`src/rtl/exception_sequencer.sv`:
```
// Exception entry/return sequencer for the multicycle MIPS datapath: saves EPC/Cause,
// fetches the handler vector byte, loads PC, and restores PC on ERET. Optional macro: EXC_COUNT_EN.
module exception_sequencer #(
    parameter int VEC_ADDR    = 252,
    parameter int MEM_LATENCY = 1,
    parameter int PC_DEC      = 4
) (
    input  logic        clock,
    input  logic        reset,
    input  logic        exc_opcode,
    input  logic        exc_overflow,
    input  logic        eret,
    input  logic [31:0] pc,
    input  logic [31:0] mem_rdata,
    output logic        mem_req,
    output logic [31:0] mem_addr,
    output logic [31:0] epc,
    output logic [31:0] cause,
    output logic [31:0] pc_next,
    output logic        pc_load,
    output logic        busy,
    output logic        in_handler,
    output logic        halted,
`ifdef EXC_COUNT_EN
    output logic [7:0]  exc_count,
`endif
    output logic [2:0]  dbg_state
);
    localparam logic [2:0] S_IDLE    = 3'd0;
    localparam logic [2:0] S_SAVE    = 3'd1;
    localparam logic [2:0] S_READ    = 3'd2;
    localparam logic [2:0] S_LOAD    = 3'd3;
    localparam logic [2:0] S_RESTORE = 3'd4;
    localparam logic [2:0] S_HALT    = 3'd5;
    localparam logic [2:0] READ_LAST = 3'(MEM_LATENCY - 1);

    logic [2:0]  state_q, state_d;
    logic [2:0]  cnt_q, cnt_d;
    logic [31:0] epc_q, epc_d;
    logic [31:0] cause_q, cause_d;
    logic [7:0]  vec_q, vec_d;
    logic        inh_q, inh_d;
    logic        ovf_q, ovf_d;
    logic        accept, enter;

    always_comb begin
        state_d = state_q;
        cnt_d   = cnt_q;
        epc_d   = epc_q;
        cause_d = cause_q;
        vec_d   = vec_q;
        inh_d   = inh_q;
        ovf_d   = ovf_q;
        accept  = 1'b0;
        enter   = 1'b0;
        case (state_q)
            S_IDLE: begin
                // Exceptions outrank ERET; opcode outranks overflow.
                if (exc_opcode || exc_overflow) begin
                    accept = 1'b1;
                    if (inh_q) begin
                        state_d = S_HALT;
                    end else begin
                        enter   = 1'b1;
                        ovf_d   = !exc_opcode;
                        state_d = S_SAVE;
                    end
                end else if (eret && inh_q) begin
                    accept  = 1'b1;
                    state_d = S_RESTORE;
                end
            end
            S_SAVE: begin
                epc_d   = pc - 32'(PC_DEC);
                cause_d = {31'b0, ovf_q};
                cnt_d   = 3'd0;
                state_d = S_READ;
            end
            S_READ: begin
                if (cnt_q == READ_LAST) begin
                    vec_d   = cause_q[0] ? mem_rdata[7:0] : mem_rdata[15:8];
                    state_d = S_LOAD;
                end else begin
                    cnt_d = cnt_q + 3'd1;
                end
            end
            S_LOAD: begin
                inh_d   = 1'b1;
                state_d = S_IDLE;
            end
            S_RESTORE: begin
                inh_d   = 1'b0;
                state_d = S_IDLE;
            end
            S_HALT:  state_d = S_HALT;
            default: state_d = S_IDLE;
        endcase
    end

    always_ff @(posedge clock or negedge reset) begin
        if (!reset) begin
            state_q <= S_IDLE;
            cnt_q   <= 3'd0;
            epc_q   <= 32'd0;
            cause_q <= 32'd0;
            vec_q   <= 8'd0;
            inh_q   <= 1'b0;
            ovf_q   <= 1'b0;
        end else begin
            state_q <= state_d;
            cnt_q   <= cnt_d;
            epc_q   <= epc_d;
            cause_q <= cause_d;
            vec_q   <= vec_d;
            inh_q   <= inh_d;
            ovf_q   <= ovf_d;
        end
    end

`ifdef EXC_COUNT_EN
    logic [7:0] count_q;
    always_ff @(posedge clock or negedge reset) begin
        if (!reset) begin
            count_q <= 8'd0;
        end else if (enter && count_q != 8'hFF) begin
            count_q <= count_q + 8'd1;
        end
    end
    assign exc_count = count_q;
`else
    logic unused_enter;
    assign unused_enter = enter;
`endif

    // Outputs decode from state so an asynchronous reset clears them immediately.
    assign mem_req    = (state_q == S_READ);
    assign mem_addr   = mem_req ? 32'(VEC_ADDR) : 32'd0;
    assign pc_load    = (state_q == S_LOAD) || (state_q == S_RESTORE);
    assign pc_next    = (state_q == S_LOAD)    ? {24'b0, vec_q} :
                        (state_q == S_RESTORE) ? epc_q : 32'd0;
    assign busy       = (state_q != S_IDLE) || accept;
    assign halted     = (state_q == S_HALT);
    assign epc        = epc_q;
    assign cause      = cause_q;
    assign in_handler = inh_q;
    assign dbg_state  = state_q;
endmodule

```
`config.mk`:
```
export PLATFORM = sky130hd
export DESIGN_NAME = exception_sequencer
export DESIGN_NICKNAME = d
export VERILOG_FILES = /design/src/rtl/exception_sequencer.sv
export SDC_FILE = /design/constraint.sdc
export NUM_CORES = 1
export LEC_CHECK = 0
export ABC_AREA = 1
export BUFFER_PORTS_ARGS = -buffer_cell sky130_fd_sc_hd__buf_2
export CAP_MARGIN = 10
export CORE_MARGIN = 2
export CORE_UTILIZATION = 45
export DETAILED_ROUTE_END_ITERATION = 8
export PLACE_DENSITY = 0.82
export SKIP_CTS_REPAIR_TIMING = 1
export SYNTH_ARGS = -nofsm -noshare
export SYNTH_HDL_FRONTEND = slang
export SYNTH_SLANG_ARGS = --single-unit
```
`constraint.sdc`:
```
create_clock -name clock -period 1.5 [get_ports clock]
set_input_delay 0.075 -clock clock [delete_from_list [all_inputs] [get_ports clock]]
set_output_delay 0.075 -clock clock [all_outputs]
set_load 0.02 [all_outputs]
```
==> flow_summary.ini, run 1 <==
[yosys]
synth.most_common_cell = nand2_1
yosysWarnings = 0
syn_inst = 521
synth_cell_types = 29
syn_area_um2 = 3550
synth-seq-cells = 49
synth_top_area_share_pct = 34.5
ys_seq_area_share_pct = 34.5
synth.area.top_cells = dfrtp_1 (35%), buf_4 (13%), nand2_1 (13%)
postSynth.topFlopCell = dfrtp_1
synth_common_cells = nand2_1 (123), nor2_1 (87), inv_1 (71)
avgSynthCellArea_um2 = 6.81
async_flop_share_pct = 100
synth-edff-count = 0
synth_top_area_cell = dfrtp_1

[drt]
ant_nets = 0
met3_length_um = 598
avgViaCountPerCell = 4.64
first_pass_iters = 4
routed-wl-met2_mm = 4.70
m1WireLength_mm = 4.05
remaining_drc_errors = 0
drt_iter0_drc = 127
routed.top_layer = met4
vias = 3532
wire_per_inst_um = 12.5
drt-total-wl_mm = 9.54

[sta]
worst_slew_pin_slew_ns = 0.571
timing.hold.ws_ns = 0.0230
drv_slew = 0
max_freq_mhz = 656
rsz0062_at_grt = true
final.setup.worst_slack_ns = -0.0249
fin_crit_sh_pct = 102
clock_skew_ns = 0.00954
hold_violations = 0
fin_crit_ns = 1.52
setup_viol = 15
slew_headroom_pct = 61.9

[die]
dieArea_um2 = 8610
start_util_pct = 46.2
rows = 32
fp.dieW_um = 92.8
core-area_um2 = 7690
die_y_um = 92.8
ioPinCount = 205

[cts]
tritoncts = yes
path_clk_slew_ns = 0.09
htree_levels = 2
clock-sinks = 49
root_buffer = clkbuf_8
clk_latency_ns = 0.30
cts_made_buffers = 5
cts_buffer_depth = 2

[min_path]
hold_path_class = primary input to flop

[status]
status = complete, but fails checks
failed_checks = negative setup slack

[grt]
antenna_found_initial = 0
grt_pass1_vias = 3243
grt_max_degree = 40
grt_pass1_wl_mm = 14.7
grt_usage_pct = 21.1
grt_overflow = 0

[place]
dpl.hpwl_mm = 7.43
place_inst = 745
io_buffers = 131
routabilityCongestion = 0.914

[power_and_ir_drop]
total_leakage_power_nw = 2.47
power_density_nw_per_um2 = 1730
ir_drop_mv = 0.608

[setup_path]
start_kind = flop
endpoint_kind = output pin
cp_max_fo = 9
arrival_ns = 1.45
crit_type = flop to output pin
worstPathRequired_ns = 1.42

[final_layout]
antennaDiodeCount = 0
drive_gt1_share_pct = 27.3
fin_cells = 762
nets = 731
syn_to_final_growth_pct = 26.0

[run]
cap_violations = 0
[sequential cells by signal, summed over array words and instances (netlist names)]
name	cells
epc	32
vec_q	8
cnt_q	3
dbg_state	3
cause	1
in_handler	1
ovf_q	1
[worst paths after layout]
check / start / end / slack [ns] / cells after the start
setup / recovery: dbg_state[0]$_DFFE_PN0P_ / pc_next[5] / -0.02 / 5
hold / removal: mem_rdata[10] / vec_q[2]$_DFFE_PN0P_ / 0.02 / 3
setup reg to reg: dbg_state[2]$_DFFE_PN0P_ / vec_q[4]$_DFFE_PN0P_ / 0.07 / 8
hold reg to reg: ovf_q$_DFFE_PN0P_ / cause[0]$_DFFE_PN0P_ / 0.50 / 2
max in group asynchronous: reset / epc[2]$_DFFE_PN0P_ / 0.71 / 3
min in group asynchronous: reset / dbg_state[2]$_DFFE_PN0P_ / 0.26 / 2
[worst max-delay path, stage by stage (launching register included)]
cell	delay [ns]
dfrtp_2	0.46
nor2_4	0.14
nand2_4	0.09
buf_6	0.15
o22ai_1	0.12
buf_4	0.17
[metrics by stage]
stage               setup WS (ns)  power (mW)  cell area (µm²)  TNS (ns)  utilization (%)
floorplan                 -0.0168        5.22             3770   -0.0408                -
global placement            0.135        6.35             4140         0             53.8
detailed placement         0.0887        6.49             4140         0             53.8
CTS                        -0.200        7.44             4240     -2.81             55.2
global route              -0.0781        8.31             4470     -1.78             58.2
finish                    -0.0249        7.75             4470   -0.0732             58.2
[report_power, final]
part / switching [mW] / internal (mW) / leakage (nW)
sequential: 0.520 / 1.95 / 0.602
combinational: 2.85 / 1.50 / 1.81
clock: 0.434 / 0.495 / 0.0552
total: 3.80 / 3.95 / 2.47
[cell usage in the layout (no fill, tap or decap), types with 3 or more instances in the layout]
cell	instances
a21oi_1	4
dfrtp_1	46
o211ai_1	6
buf_4	36
inv_1	69
buf_2	103
inv_2	4
o21bai_1	5
nor2_2	3
nand3_1	20
buf_6	3
xnor2_1	4
nor2_4	4
ha_1	3
o21ai_0	33
buf_12	3
nor2_1	82
xor2_1	9
o21ai_1	7
nand2_1	121
clkbuf_8	5
dlygate4sd3_1	5
conb_1	57
nand4_1	4
dfrtp_2	3
[area by class of cell]
type	count	area (µm²)
multi-input cells	377	1780
clock buffers	6	72.6
fillers	761	3210
flip-flops and latches	49	1230
inverters	75	287
repair buffers	151	945
well taps	102	128
clock inverters	2	35.0
[cells by family after synthesis]
family | synth area share [%]
and+or+nand+nor | 27.8
xor gates and xnor gates | 3.21
other | 0.106
DFF | 34.5
buffers and inverters | 23.1
AOI/OAI and AO/OA | 10.2
adders and majority gates | 1.06
[layer usage]
layer | GRT usage (%) | vias up
li1 | - | 1749
met1 | 26.1 | 1619
met2 | 37.4 | 148
met3 | 3.42 | 16
met4 | 6.86 | 0
met5 | 0 | -
Note: power is estimated with default switching activity, not from simulation.
==> run 2: changes to the inputs <==
--- a/config.mk
+++ b/config.mk
@@ -6,11 +6,12 @@
 export NUM_CORES = 1
 export LEC_CHECK = 0
 export ABC_AREA = 1
-export BUFFER_PORTS_ARGS = -buffer_cell sky130_fd_sc_hd__buf_2
+export BUFFER_PORTS_ARGS = -buffer_cell sky130_fd_sc_hd__buf_4
 export CAP_MARGIN = 10
 export CORE_MARGIN = 2
 export CORE_UTILIZATION = 45
 export DETAILED_ROUTE_END_ITERATION = 8
+export MAX_ROUTING_LAYER = met4
 export PLACE_DENSITY = 0.82
 export SKIP_CTS_REPAIR_TIMING = 1
 export SYNTH_ARGS = -nofsm -noshare
==> run 2 against run 1 <==
Effect of this change: the run still ends with negative setup slack left; global-route usage up 0.96 points; wire length increased by 6.8%; first-iteration DRC count down 4.7%; critical path depth unchanged; critical path type unchanged; largest cell class unchanged.
==> flow_summary.ini, run 2 (synthesis gave the netlist of run 1 again) <==
[status]
status = complete, but fails checks
failed_checks = negative setup slack

[min_path]
hold_end = vec_q[7]$_DFFE_PN0P_
whs_path_depth = 3
hold_path_class = primary input to flop
min_from = mem_rdata[15]

[cts]
cts_buffer_depth = 2
clk_latency_ns = 0.30
clock-sinks = 49
root_buffer = clkbuf_8
cts_made_buffers = 5
htree_levels = 2
path_clk_slew_ns = 0.09
tritoncts = yes

[sta]
rsz0062_at_grt = true
slew_headroom_pct = 58.6
final.setup.worst_slack_ns = -0.0743
max_freq_mhz = 635
fin_crit_sh_pct = 105
setup_viol = 34
hold_violations = 0
drv_slew = 0
fin_crit_ns = 1.57
clock_skew_ns = 0.00939
worst_slew_pin_slew_ns = 0.621

[grt]
grt_usage_pct = 22.0
grt_overflow = 0
grt_busiest_layer = met2
use_met2_pct = 38.2
grt_pass1_vias = 3248
antenna_found_initial = 0
grt.met1_usage_pct = 27.1
use_met3_pct = 3.99
grt_pass1_wl_mm = 15.0
grt_max_degree = 50

[drt]
first_pass_iters = 4
vias = 3599
remaining_drc_errors = 0
drt_iter0_drc = 121
ant_nets = 0
avgViaCountPerCell = 4.69
wire_per_inst_um = 13.3
drt-total-wl_mm = 10.2

[die]
ioPinCount = 205
fp.dieW_um = 92.8
core-area_um2 = 7690
start_util_pct = 46.2
dieArea_um2 = 8610
die_y_um = 92.8
rows = 32

[setup_path]
start_kind = flop
reg2reg_slack_ns = 0.04
cp_max_fo = 7
r2r_end = vec_q[5]$_DFFE_PN0P_
r2r_cells = 8
worstPathRequired_ns = 1.42
arrival_ns = 1.50
crit_type = flop to output pin
endpoint_kind = output pin
reg2reg_from = dbg_state[2]$_DFFE_PN0P_

[final_layout]
syn_to_final_growth_pct = 43.6
n_fill_cell = 650
largest_reg_flops = 32
finalInstanceArea_um2 = 5100
nets = 736
final_common_cell = nand2_1
seq_area_um2 = 1230
drive_gt1_share_pct = 32.0
antennaDiodeCount = 0
postLayoutCoreUtil_pct = 66.3
multiInputGateArea_um2 = 1960
final_cell_mix = nand2_1 (119), buf_4 (115), inv_1 (69), nor2_1 (61), conb_1 (57)

[power_and_ir_drop]
ir_drop_mv = 0.607
total_leakage_power_nw = 2.61
power_density_nw_per_um2 = 1730

[place]
dpl_cell_area_um2 = 4470
dpl.hpwl_mm = 7.32
routabilityCongestion = 0.852
io_buffers = 131

[run]
cap_violations = 0
-- run 2: cell types whose count changed in the layout (fill, tap and decap cells not counted), sizes merged --
cell    change
buf         +3
bufinv      -1
clkbuf      +2
clkinv      +1
-- run 2: worst max path at each step --
stage                                  start              endpoint  slack, ns
finish              dbg_state[0]$_DFFE_PN0P_           pc_next[19]      -0.07
global route        dbg_state[0]$_DFFE_PN0P_            pc_next[6]      -0.13
CTS                 dbg_state[2]$_DFFE_PN0P_            pc_next[3]      -0.25
detailed placement      cnt_q[1]$_DFFE_PN0P_  cnt_q[2]$_DFFE_PN0P_      -0.05
global placement    dbg_state[1]$_DFFE_PN0P_   epc[12]$_DFFE_PN0P_       0.04
floorplan           dbg_state[2]$_DFFE_PN0P_  vec_q[7]$_DFFE_PN0P_      -0.02
-- run 2: metrics by stage --
stage	total power, mW	hold WS [ns]	instances	setup TNS [ns]	worst slack [ns]
2_1_floorplan	5.22	-0.221	577	-0.0408	-0.0168
3_3_place_gp	6.90	0.128	746	0	0.0376
3_5_place_dp	7.03	0.136	746	-0.256	-0.0474
4_1_cts	7.81	-0.187	754	-3.85	-0.250
5_1_grt	9.43	0.0450	767	-4.18	-0.131
6_report	8.80	0.0392	767	-1.33	-0.0743
-- run 2: final cells by class --
| cell class | instances | share of cell area [%] |
|---|---|---|
| Clock inverter | 2 | 0.196 |
| Timing Repair Buffer | 156 | 27.5 |
| Tap cell | 102 | 2.50 |
| Clock buffer | 6 | 1.42 |
| Multi-Input combinational cell | 377 | 38.5 |
| Inverter | 75 | 5.72 |
| Sequential cell | 49 | 24.1 |
-- run 2: where the power goes --
part / leakage, nW / internal [mW] / switching (mW) / total (mW)
sequential: 0.602 / 1.95 / 0.541 / 2.49
clock: 0.0450 / 0.324 / 0.432 / 0.757
combinational: 1.96 / 2.29 / 3.27 / 5.56
-- run 2: metal layers --
metal  share of wire (%)  vias to the layer above
li1                    -                     1767
met3                 6.3                       10
met5                   0                        -
met4                 1.3                        0
met2                  51                      143
met1                  41                     1679
-- run 2: worst max-delay path: stages (launching register included) --
cell and delay [ns]:
dfrtp_2 0.47, nor2_4 0.18, nand2_8 0.13, clkbuf_16 0.20, nor2_4 0.09, buf_6 0.12
==> run 3: changes to the inputs <==
--- a/config.mk
+++ b/config.mk
@@ -9,11 +9,12 @@
 export BUFFER_PORTS_ARGS = -buffer_cell sky130_fd_sc_hd__buf_4
 export CAP_MARGIN = 10
 export CORE_MARGIN = 2
-export CORE_UTILIZATION = 45
+export CORE_UTILIZATION = 35
 export DETAILED_ROUTE_END_ITERATION = 8
 export MAX_ROUTING_LAYER = met4
-export PLACE_DENSITY = 0.82
+export PLACE_DENSITY = 0.66
 export SKIP_CTS_REPAIR_TIMING = 1
+export SLEW_MARGIN = 25
 export SYNTH_ARGS = -nofsm -noshare
 export SYNTH_HDL_FRONTEND = slang
 export SYNTH_SLANG_ARGS = --single-unit
==> run 3 against run 2 <==
Effect of this change: the run still ends with negative setup slack left; clock skew shrank 0.0020 ns; first-iteration DRC count grew 31%; register-to-register slack lost 0.02 ns; largest cell class unchanged.
==> flow_summary.ini, run 3 (synthesis gave the netlist of run 1 again) <==
[status]
status = complete, but fails checks
failed_checks = negative setup slack

[sta]
max_freq_mhz = 659
fin_crit_sh_pct = 101
worst_slew_pin_slew_ns = 0.644
setup_viol = 9
final.setup.worst_slack_ns = -0.0168
fin_crit_ns = 1.52
clock_skew_ns = 0.00736
rsz0062_at_grt = true
hold_violations = 0
drv_slew = 0
slew_headroom_pct = 57.0

[final_layout]
final_common_cell = buf_4
postLayoutCoreUtil_pct = 49.6
drive_gt1_share_pct = 29.2
finalInstanceArea_um2 = 4870
final_cell_mix = buf_4 (128), nand2_1 (120), nor2_1 (73), inv_1 (70), conb_1 (57)
largest_reg_flops = 32
nets = 732
syn_to_final_growth_pct = 37.3
antennaDiodeCount = 0

[power_and_ir_drop]
power_density_nw_per_um2 = 1730
p_sw_share_pct = 46.3
p_sw_mw = 3.89
intPower_mw = 4.52
ir_drop_mv = 0.786
p_total_mw = 8.41
pwr-share-clk_pct = 12.0
total_leakage_power_nw = 2.56
p_seq_share_pct = 29.3
p_comb_share_pct = 58.7

[die]
rows = 36
die_y_um = 105
start_util_pct = 36.1
fp.dieW_um = 105
dieArea_um2 = 11000
ioPinCount = 205
core-area_um2 = 9820

[setup_path]
reg2reg_slack_ns = 0.02
arrival_ns = 1.44
max_stage_delay_ns = 0.48
start_kind = flop
cp_max_fo = 12
slowest_stage = dfrtp_2
r2r_cells = 8
r2r_end = vec_q[4]$_DFFE_PN0P_
worstPathRequired_ns = 1.42
endpoint_kind = output pin
reg2reg_from = dbg_state[0]$_DFFE_PN0P_
crit_path_cell_trace = nor2_4, nand2_4, buf_8, nor2_1, buf_4
crit_type = flop to output pin

[cts]
htree_levels = 2
tritoncts = yes
cts_buffer_depth = 2
cts_made_buffers = 5
path_clk_slew_ns = 0.10
root_buffer = clkbuf_8
clk_latency_ns = 0.30
clock-sinks = 49

[drt]
ant_nets = 0
first_pass_iters = 4
remaining_drc_errors = 0
wire_per_inst_um = 12.2
drt_iter0_drc = 158
drt-total-wl_mm = 9.72
avgViaCountPerCell = 4.31
vias = 3421

[min_path]
hold_path_class = primary input to flop
hold_end = vec_q[0]$_DFFE_PN0P_
whs_path_depth = 3
min_from = mem_rdata[8]

[grt]
grt_pass1_vias = 3192
grt_max_degree = 50
antenna_found_initial = 0
grt_overflow = 0
grt_pass1_wl_mm = 15.2
grt_usage_pct = 17.5

[place]
pre_cts_ws_ns = 0.0823
dpl.hpwl_mm = 7.58
dpl_cell_area_um2 = 4490
io_buffers = 131
routabilityCongestion = 0.917

[run]
cap_violations = 0
-- run 3: cell types whose count changed in the layout (fill, tap and decap cells not counted), moves of 5 or more --
| cell | delta |
|---|---|
| nor2_1 | +12 |
| buf_6 | -12 |
| nor2_2 | +5 |
| nor2_4 | -17 |
| buf_4 | +13 |
-- run 3: power by group through the flow --
stage / Sequential, mW / Clock, mW / Combinational [mW]
detailed placement: 2.48 / 0 / 4.50
global route: 2.56 / 1.11 / 5.36
finish: 2.47 / 1.01 / 4.94
floorplan: 2.93 / 0 / 2.29
global placement: 2.46 / 0 / 4.43
CTS: 2.46 / 1.05 / 4.52
-- run 3: metrics by stage --
stage / TNS [ns] / hold WS (ns) / instances
2_1_floorplan: -0.0408 / -0.221 / 577
3_3_place_gp: 0 / 0.135 / 776
3_5_place_dp: 0 / 0.145 / 776
4_1_cts: -2.18 / -0.194 / 784
5_1_grt: -3.65 / 0.0111 / 794
6_report: -0.0503 / 0.0152 / 794
-- run 3: worst max-delay path by stage --
stage	to	start	cells past startpoint
global placement	epc[18]$_DFFE_PN0P_	pc[3]	9
finish	pc_next[9]	dbg_state[0]$_DFFE_PN0P_	5
detailed placement	cnt_q[1]$_DFFE_PN0P_	dbg_state[1]$_DFFE_PN0P_	8
global route	pc_next[4]	dbg_state[0]$_DFFE_PN0P_	5
CTS	pc_next[7]	dbg_state[2]$_DFFE_PN0P_	4
floorplan	vec_q[7]$_DFFE_PN0P_	dbg_state[2]$_DFFE_PN0P_	8
-- run 3: final cells by class --
| cell class | count | area (µm²) |
|---|---|---|
| Fill cell | 1010 | 4950 |
| Multi-Input combinational cell | 377 | 1820 |
| Timing Repair Buffer | 152 | 1250 |
| Sequential cell | 49 | 1230 |
| Inverter | 75 | 284 |
| Tap cell | 133 | 166 |
| Clock buffer | 6 | 82.6 |
| Clock inverter | 2 | 37.5 |
-- run 3: critical path, delay by kind of cell (launching register included) --
family	cells	cell delay, ns
flip-flops	1	0.48
AND/OR/NAND/NOR	3	0.34
buffers and inverters	2	0.32
-- run 3: per-layer routing --
metal  part of all wire [%]  wire [µm]  vias to the layer above  track usage, %
met5                      0          0                        -               -
met4                   0.72         70                        0            4.10
met3                    5.3        515                        4            3.24
met2                     49       4800                      110            29.2
met1                     45       4340                     1555            22.0
li1                       -          -                     1752               -
